**src/rtl/armleocpu_axi2simple_burst_converter.sv**
```systemverilog
// AXI4 slave to single-beat simple bus bridge: serialises AW/W/B and AR/R bursts
// into one-address-at-a-time read/write pulses, with round-robin arbitration.
module armleocpu_axi2simple_burst_converter #(
  parameter int ADDR_WIDTH = 34,
  parameter int ID_WIDTH = 4,
  parameter int DATA_WIDTH = 32,
  localparam int DATA_STROBES = DATA_WIDTH / 8
) (
  input  logic                    clk,
  input  logic                    rst_n,

  input  logic                    axi_awvalid,
  output logic                    axi_awready,
  input  logic [ADDR_WIDTH-1:0]   axi_awaddr,
  input  logic [7:0]              axi_awlen,
  input  logic [2:0]              axi_awsize,
  input  logic [1:0]              axi_awburst,
  input  logic [ID_WIDTH-1:0]     axi_awid,

  input  logic                    axi_wvalid,
  output logic                    axi_wready,
  input  logic [DATA_WIDTH-1:0]   axi_wdata,
  input  logic [DATA_STROBES-1:0] axi_wstrb,
  input  logic                    axi_wlast,

  output logic                    axi_bvalid,
  input  logic                    axi_bready,
  output logic [1:0]              axi_bresp,
  output logic [ID_WIDTH-1:0]     axi_bid,

  input  logic                    axi_arvalid,
  output logic                    axi_arready,
  input  logic [ADDR_WIDTH-1:0]   axi_araddr,
  input  logic [7:0]              axi_arlen,
  input  logic [2:0]              axi_arsize,
  input  logic [1:0]              axi_arburst,
  input  logic [ID_WIDTH-1:0]     axi_arid,

  output logic                    axi_rvalid,
  input  logic                    axi_rready,
  output logic [1:0]              axi_rresp,
  output logic [DATA_WIDTH-1:0]   axi_rdata,
  output logic [ID_WIDTH-1:0]     axi_rid,
  output logic                    axi_rlast,

  input  logic                    address_error,
  input  logic                    write_error,
  output logic [ADDR_WIDTH-1:0]   address,
  output logic                    write,
  output logic                    read,
  output logic [DATA_WIDTH-1:0]   write_data,
  output logic [DATA_STROBES-1:0] write_byteenable,
  input  logic [DATA_WIDTH-1:0]   read_data,

  output logic [2:0]              o_dbg_state
);

  typedef enum logic [2:0] {
    S_IDLE        = 3'd0,
    S_WRITE_BEAT  = 3'd1,
    S_WRITE_RESP  = 3'd2,
    S_READ_ACCESS = 3'd3,
    S_READ_RESP   = 3'd4
  } state_t;

  localparam logic [1:0] RESP_OKAY   = 2'b00;
  localparam logic [1:0] RESP_SLVERR = 2'b10;
  localparam logic [1:0] RESP_DECERR = 2'b11;
  localparam logic [1:0] BURST_FIXED = 2'b00;
  localparam logic [1:0] BURST_INCR  = 2'b01;
  localparam logic [1:0] BURST_WRAP  = 2'b10;
  localparam int MAX_SIZE = $clog2(DATA_STROBES);

  state_t                  r_state;
  state_t                  w_state_next;
  logic                    r_last_write;
  logic [ADDR_WIDTH-1:0]   r_addr;
  logic [7:0]              r_len;
  logic [7:0]              r_cnt;
  logic [2:0]              r_size;
  logic [1:0]              r_burst;
  logic [ID_WIDTH-1:0]     r_id;
  logic [1:0]              r_resp;
  logic [1:0]              r_rresp;
  logic [DATA_WIDTH-1:0]   r_rdata;

  logic                    w_grant_write;
  logic                    w_grant_read;
  logic                    w_last_beat;
  logic [ADDR_WIDTH-1:0]   w_step;
  logic [ADDR_WIDTH-1:0]   w_wrap_mask;
  logic [ADDR_WIDTH-1:0]   w_incr_addr;
  logic [ADDR_WIDTH-1:0]   w_next_addr;
  logic                    w_wrap_len_ok;
  logic                    w_beat_err;
  logic [1:0]              w_wbeat_resp;
  logic [1:0]              w_resp_merged;
  logic [1:0]              w_rbeat_resp;

  // A valid/ready transfer happens on the rising edge where both are high; ready
  // here is derived combinationally from valid and state, valid is held until then.
  assign w_grant_write = axi_awvalid && (!axi_arvalid || !r_last_write);
  assign w_grant_read  = axi_arvalid && !w_grant_write;

  assign w_last_beat   = (r_cnt == r_len);
  assign w_step        = ADDR_WIDTH'(1) << r_size;
  assign w_incr_addr   = r_addr + w_step;
  assign w_wrap_mask   = ((ADDR_WIDTH'(r_len) + ADDR_WIDTH'(1)) << r_size) - ADDR_WIDTH'(1);
  assign w_wrap_len_ok = (r_len == 8'd1) || (r_len == 8'd3) || (r_len == 8'd7) || (r_len == 8'd15);

  always_comb begin
    w_next_addr = r_addr;
    case (r_burst)
      BURST_FIXED: w_next_addr = r_addr;
      BURST_INCR:  w_next_addr = w_incr_addr;
      BURST_WRAP:  w_next_addr = (r_addr & ~w_wrap_mask) | (w_incr_addr & w_wrap_mask);
      default:     w_next_addr = r_addr;
    endcase
  end

  // Beats in error never reach the simple bus.
  assign w_beat_err = (r_burst == 2'b11)
                   || ((r_burst == BURST_WRAP) && !w_wrap_len_ok)
                   || (r_size > 3'(MAX_SIZE))
                   || ((r_addr & (w_step - ADDR_WIDTH'(1))) != '0);

  always_comb begin
    w_wbeat_resp = RESP_OKAY;
    if (w_beat_err)         w_wbeat_resp = RESP_SLVERR;
    else if (address_error) w_wbeat_resp = RESP_DECERR;
    else if (write_error)   w_wbeat_resp = RESP_SLVERR;
    if ((axi_wlast != w_last_beat) && (w_wbeat_resp == RESP_OKAY))
      w_wbeat_resp = RESP_SLVERR;
    w_resp_merged = (w_wbeat_resp > r_resp) ? w_wbeat_resp : r_resp;
    w_rbeat_resp = RESP_OKAY;
    if (w_beat_err)         w_rbeat_resp = RESP_SLVERR;
    else if (address_error) w_rbeat_resp = RESP_DECERR;
  end

  always_ff @(posedge clk or negedge rst_n) begin
    if (!rst_n) r_state <= S_IDLE;
    else        r_state <= w_state_next;
  end

  always_comb begin
    w_state_next = r_state;
    case (r_state)
      S_IDLE: begin
        if (w_grant_write)     w_state_next = S_WRITE_BEAT;
        else if (w_grant_read) w_state_next = S_READ_ACCESS;
      end
      S_WRITE_BEAT:  if (axi_wvalid && w_last_beat) w_state_next = S_WRITE_RESP;
      S_WRITE_RESP:  if (axi_bready) w_state_next = S_IDLE;
      S_READ_ACCESS: w_state_next = S_READ_RESP;
      S_READ_RESP:   if (axi_rready) w_state_next = w_last_beat ? S_IDLE : S_READ_ACCESS;
      default:       w_state_next = S_IDLE;
    endcase
  end

  always_comb begin
    axi_awready = 1'b0;
    axi_arready = 1'b0;
    axi_wready  = 1'b0;
    axi_bvalid  = 1'b0;
    axi_rvalid  = 1'b0;
    axi_rlast   = 1'b0;
    write       = 1'b0;
    read        = 1'b0;
    address     = axi_araddr;
    case (r_state)
      S_IDLE: begin
        axi_awready = w_grant_write;
        axi_arready = w_grant_read;
      end
      S_WRITE_BEAT: begin
        address    = r_addr;
        axi_wready = axi_wvalid;
        write      = axi_wvalid && !w_beat_err;
      end
      S_WRITE_RESP: axi_bvalid = 1'b1;
      S_READ_ACCESS: begin
        address = r_addr;
        read    = !w_beat_err;
      end
      S_READ_RESP: begin
        axi_rvalid = 1'b1;
        axi_rlast  = w_last_beat;
      end
      default: ;
    endcase
  end

  always_ff @(posedge clk or negedge rst_n) begin
    if (!rst_n) begin
      r_last_write <= 1'b0;
      r_addr       <= '0;
      r_len        <= '0;
      r_cnt        <= '0;
      r_size       <= '0;
      r_burst      <= '0;
      r_id         <= '0;
      r_resp       <= RESP_OKAY;
      r_rresp      <= RESP_OKAY;
      r_rdata      <= '0;
    end else begin
      case (r_state)
        S_IDLE: begin
          if (w_grant_write) begin
            r_last_write <= 1'b1;
            r_addr       <= axi_awaddr;
            r_len        <= axi_awlen;
            r_size       <= axi_awsize;
            r_burst      <= axi_awburst;
            r_id         <= axi_awid;
            r_cnt        <= '0;
            r_resp       <= RESP_OKAY;
          end else if (w_grant_read) begin
            r_last_write <= 1'b0;
            r_addr       <= axi_araddr;
            r_len        <= axi_arlen;
            r_size       <= axi_arsize;
            r_burst      <= axi_arburst;
            r_id         <= axi_arid;
            r_cnt        <= '0;
          end
        end
        S_WRITE_BEAT: begin
          if (axi_wvalid) begin
            r_resp <= w_resp_merged;
            if (!w_last_beat) begin
              r_addr <= w_next_addr;
              r_cnt  <= r_cnt + 8'd1;
            end
          end
        end
        S_READ_ACCESS: begin
          r_rdata <= w_beat_err ? '0 : read_data;
          r_rresp <= w_rbeat_resp;
        end
        S_READ_RESP: begin
          if (axi_rready && !w_last_beat) begin
            r_addr <= w_next_addr;
            r_cnt  <= r_cnt + 8'd1;
          end
        end
        default: ;
      endcase
    end
  end

  assign axi_bresp        = r_resp;
  assign axi_bid          = r_id;
  assign axi_rid          = r_id;
  assign axi_rresp        = r_rresp;
  assign axi_rdata        = r_rdata;
  assign write_data       = axi_wdata;
  assign write_byteenable = axi_wstrb;
  assign o_dbg_state      = r_state;

endmodule

```
**config.mk**
```make
export PLATFORM = sky130hd
export DESIGN_NAME = armleocpu_axi2simple_burst_converter
export DESIGN_NICKNAME = d
export VERILOG_FILES = /design/src/rtl/armleocpu_axi2simple_burst_converter.sv
export SDC_FILE = /design/constraint.sdc
export NUM_CORES = 1
export LEC_CHECK = 0
export ABC_CLOCK_PERIOD_IN_PS = 9780
export CAP_MARGIN = 10
export CORE_MARGIN = 10
export CORE_UTILIZATION = 42
export DETAILED_ROUTE_END_ITERATION = 10
export PLACE_DENSITY = 0.78
export SLEW_MARGIN = 20
export SYNTH_ARGS = -nofsm -noshare
export SYNTH_HDL_FRONTEND = slang
export SYNTH_SLANG_ARGS = --single-unit
```
**constraint.sdc**
```tcl
create_clock -name clk -period 9.78 [get_ports clk]
set_input_delay 1.956 -clock clk [delete_from_list [all_inputs] [get_ports clk]]
set_output_delay 1.956 -clock clk [all_outputs]
set_load 0.02 [all_outputs]
```
# --- Yosys cells after proc, flatten, opt, wreduce, memory -nomap -nowiden ---
# Index checks and enable logic that the tools add are counted.
# W data, S select, Z words.
word_totals:
  register_bits: 99
  out_inout_bits: 125
  elab_cells: 128
op_classes:
  addsub: 5
  n_lt_le_gt_ge: 2
  n_eq_ne: 22
  n_shift: 2
  muxes: 50
  bitwise_logic: 5
  n_reduce_logical: 31
op_table:
  columns: ["operator", "count"]
  rows:
  - ["$mux W34", 6]
  - ["$and A34 B34 Y34", 3]
  - ["$pmux W34 S3", 1]
  - ["$pmux W34 S2", 1]
  - ["$sub A34 B1 Y34 const B", 2]
  - ["$mux W8", 7]
  - ["$add A34 B34 Y34", 1]
  - ["$not A34 Y34", 1]
  - ["$or A34 B34 Y34", 1]
  - ["$reduce_bool A34 Y1", 1]
  - ["$shl A1 B3 Y34 const A", 1]
  - ["$shl A9 B3 Y34", 1]
  - ["$mux W32", 1]
  - ["$mux W2", 12]
  - ["$pmux W8 S3", 1]
  - ["$mux W3", 7]
  - ["$ne A2 B2 Y1 const B", 8]
  - ["$pmux W3 S5", 1]
  - ["$mux W1", 10]
  - ["$add A8 B1 Y9 const B", 1]
  - ["$add A8 B1 Y8 const B", 1]
  - ["$eq A8 B1 Y1 const B", 1]
  - ["$eq A8 B2 Y1 const B", 1]
  - ["$eq A8 B3 Y1 const B", 1]
  - ["24 further kinds", 46]

# --- Longest topological paths before layout ---
logic_depth:
  word_depth: 17
  depth_mapped: 20

# --- Worst setup path after synthesis ---
# No wires, ideal clock.
synth_path:
  path_kind: "input-to-output"
  start: "in axi_awvalid"
  end: "out axi_awready"
  arrival_ps: 3402
  slack_ps: 4422
  cell_stages: 5
  path_buffers: 3
  path_cell_list: "a21boi_0 clkbuf_1 clkbuf_1 clkbuf_1 and2_1"
synth_between:
  elab_chain_len: 2
synth_lines:
  columns: ["element", "line_no", "rtl"]
  rows:
  - ["start, declared", "12", "input logic axi_awvalid,"]
  - ["$logic_and A1 B1 Y1", "102", "assign w_grant_write = axi_awvalid && (!axi_arvalid || !r_last_write);"]
  - ["$mux W1", "170", "case (r_state)"]
  - ["end, declared", "13", "output logic axi_awready,"]
# No other way between the ends.

# --- Final worst setup path ---
layout_path:
  start: "in axi_wvalid"
  end: "out write"
layout_between:
  elab_chain_len: 2
layout_lines:
  columns: ["element", "line_no", "rtl"]
  rows:
  - ["start, declared", "20", "input logic axi_wvalid,"]
  - ["$logic_and A1 B1 Y1", "178", "write = axi_wvalid && !w_beat_err;"]
  - ["$mux W1", "170", null]
  - ["end, declared", "49", "output logic write,"]
# No other way between the ends.

==> results_dict.tcl <==
set metrics [dict create \
    status "finished clean" \
    p_per_area_nw_per_um2 362 \
    drt-initial-drc-count 954 \
    seqCellArea_um2 2480 \
    antenna_cells 0 \
    total_power_mw 3.97 \
    fmax_ghz 0.175 \
    grt_overflow 0 \
    ctsHoldBuffers 0 \
    fin_crit_sh 0.585 \
    drv_cap 0 \
    numCtsBuffers 9 \
    cts_resized 0 \
    grt_pass1_wl_mm 47.4 \
    grt_max_degree 68 \
    place_congestion 0.965 \
    synth_area_per_cell_um2 7.23 \
    min_period_ns 5.72 \
    ys.flop_type "dfrtp_1" \
    min_path_type "reg -> reg" \
    slew_viol_final 0 \
    drive_above_1_share 0.0483 \
    hpwl_mm 22.4 \
    synthesis.area_um2 8570 \
    cts_tree "yes" \
    cts_setup_buffers 0 \
    syn_nets 1383 \
    drc 0 \
    clk_pin_slew_ns 0.08 \
    core_area_um2 20200 \
    area_growth_pct 28.1 \
    row_count 52 \
    yosys_warnings 0 \
    cts_num_sinks 99 \
    clk_latency_ns 0.37 \
    p_comb_frac 0.698 \
    end_kind "output port" \
    grt_usage 0.217 \
    ctsRootBufferMaster "clkbuf_16" \
    clkPwrFrac 0.094 \
    critPathKind "in -> out" \
    fillers 1916 \
    synthArstFlopShare 1.00 \
    syn_inst 1185 \
    via_count 9314 \
    synth_adder_area_share 0.0272 \
    clock_skew_ns 0.00852 \
    antenna_found_initial 0 \
    p_seq_frac 0.208 \
    fp.dieH_um 163 \
    worstSetupStartpointType "primary input" \
    ir_worst_vdd_mv 0.185 \
    multi_input_area_um2 5330 \
    cp_max_fo 5 \
    routed_wirelength_mm 30.4 \
    rsz0062_at_grt "false" \
    netSwitchingPower_mw 2.16 \
    required_ns 7.82 \
    ys_seq_area_frac 0.289 \
    yosys.area_share.simple 0.311 \
    first_pass_iters 5 \
    p_leak_nw 4.51 \
    tns_ns 0 \
    die_x_um 163 \
    nNetsFinal 1518 \
    synth_cell_type_count 90 \
    h-tree-depth 3 \
    finalSetupViolCount 0 \
    port_buffers 232 \
    synth-compound-area-share 0.221 \
    ios 305 \
    first_global_vias 8810 \
    hold_violations 0 \
    die_area_um2 26500 \
    layout_commonest_cell "nand2_1" \
    ant_nets 0 \
    synthXorXnorAreaFrac 0.0347 \
    avgRoutedWirePerCell_um 19.0 \
    cp.arrival_ns 3.76 \
    synth_edf_count 0 \
    ys_ff_latch 99 \
    synthMuxAreaShare 0.0257 \
    clockBufferDepth 2 \
    p_int_mw 1.81 \
    synth_top_family_by_area "simple AND/OR/NAND/NOR gates" \
    slew_headroom 0.388 \
    vias_per_cell 5.84 \
    worst_slew_pin_slew_ns 0.906 \
    final_cell_mix "nand2_1, clkdlybuf4s50_1, dfrtp_1, nor2_1, o21ai_0" \
    switching_share 0.544 \
    initial_core_util 0.425 \
]
==> final timing paths <==
path                                from                         end  slack [ns]  cells after the start
setup / recovery              axi_wvalid                       write        4.06                      4
hold / removal             axi_rdata[29]               axi_rdata[29]        0.48                      2
setup reg to reg                r_len[0]                   flip-flop        5.26                     12
hold reg to reg            axi_rdata[29]               axi_rdata[29]        0.48                      2
max in group asynchronous          rst_n                axi_rdata[2]        6.99                      2
min in group asynchronous          rst_n  asynchronous set/reset pin        1.55                      1
==> worst max-delay path: stages <==
cell and delay (ns):
clkdlybuf4s50_1 0.58, nor4bb_1 0.42, nor2b_1 0.18, clkdlybuf4s50_1 0.61
==> final cells by class <==
| type | instances | share of cell area |
|---|---|---|
| Clock inverter | 7 | 0.00718 |
| Sequential cell | 99 | 0.226 |
| Timing Repair Buffer | 245 | 0.220 |
| Clock buffer | 9 | 0.0205 |
| Tap cell | 270 | 0.0308 |
| Multi-Input combinational cell | 937 | 0.486 |
| Inverter | 28 | 0.00980 |
==> per-layer routing <==
metal / global-route usage / share of wire / vias up
li1: - / - / 4432
met1: 0.279 / 0.42 / 4350
met2: 0.346 / 0.46 / 471
met3: 0.0589 / 0.10 / 61
met4: 0.0725 / 0.024 / 0
met5: 0 / 0 / -
==> kinds of logic after synthesis <==
group                      Yosys count
muxes                               21
AOI/OAI and AO/OA                  281
DFF                                 99
buffers and inverters              149
adders and majority gates           18
and+or+nand+nor                    583
xor gates and xnor gates            34
==> power groups by stage <==
| stage | Clock [mW] | Sequential [mW] | Combinational, mW |
|---|---|---|---|
| after floorplan | 0 | 0.731 | 1.97 |
| after global placement | 0 | 0.823 | 2.69 |
| after detailed placement | 0 | 0.828 | 2.73 |
| after CTS | 0.380 | 0.821 | 2.74 |
| after global routing | 0.394 | 0.856 | 3.03 |
| final | 0.372 | 0.829 | 2.77 |
==> stage by stage <==
| step | worst slack, ns | utilization | hold WS, ns | std cells | instance area [µm²] |
|---|---|---|---|---|---|
| floorplan | 4.42 | - | 0.467 | 1185 | 8570 |
| global placement | 4.08 | 0.529 | 0.462 | 1579 | 10700 |
| detailed placement | 4.09 | 0.529 | 0.470 | 1579 | 10700 |
| CTS | 4.08 | 0.544 | 0.489 | 1595 | 11000 |
| global route | 3.91 | 0.544 | 0.512 | 1595 | 11000 |
| finish | 4.06 | 0.544 | 0.484 | 1595 | 11000 |
==> synthesized netlist by cell type (3+ instances only) <==
cell type  count  area share
a211o_1        3      0.0031
a211oi_1      10      0.0088
a21o_1         8      0.0070
a21oi_1       54       0.032
a221oi_1       8      0.0082
a31oi_1       28       0.020
a41oi_1        3      0.0031
and2_1        12      0.0088
and3_1        18       0.013
buf_1          4      0.0018
buf_2         13      0.0076
buf_4         43       0.038
buf_6          6      0.0079
clkbuf_1      54       0.024
dfrtp_1       99        0.29
ha_1          17       0.025
inv_1         27       0.012
mux2_2         4      0.0053
mux2i_1       15       0.018
nand2_1      310        0.14
nand2b_1      14       0.010
nand3_1       42       0.025
nand3b_1       3      0.0026
nand4_1       10      0.0073
nor2_1        83       0.036
nor2b_1        8      0.0058
nor3_1        28       0.016
nor3b_1        3      0.0026
nor4_1        18       0.013
o211ai_1      10      0.0088
o21a_1         5      0.0044
o21ai_0       71       0.041
o221ai_1       9      0.0092
o22ai_1       17       0.012
o31ai_1        5      0.0044
o32ai_1        6      0.0061
or2_2          4      0.0029
or3_1          7      0.0051
or4_1          7      0.0061
xnor2_1       18       0.018
xor2_1        16       0.016
No activity file was read; power rests on OpenSTA's default activity.
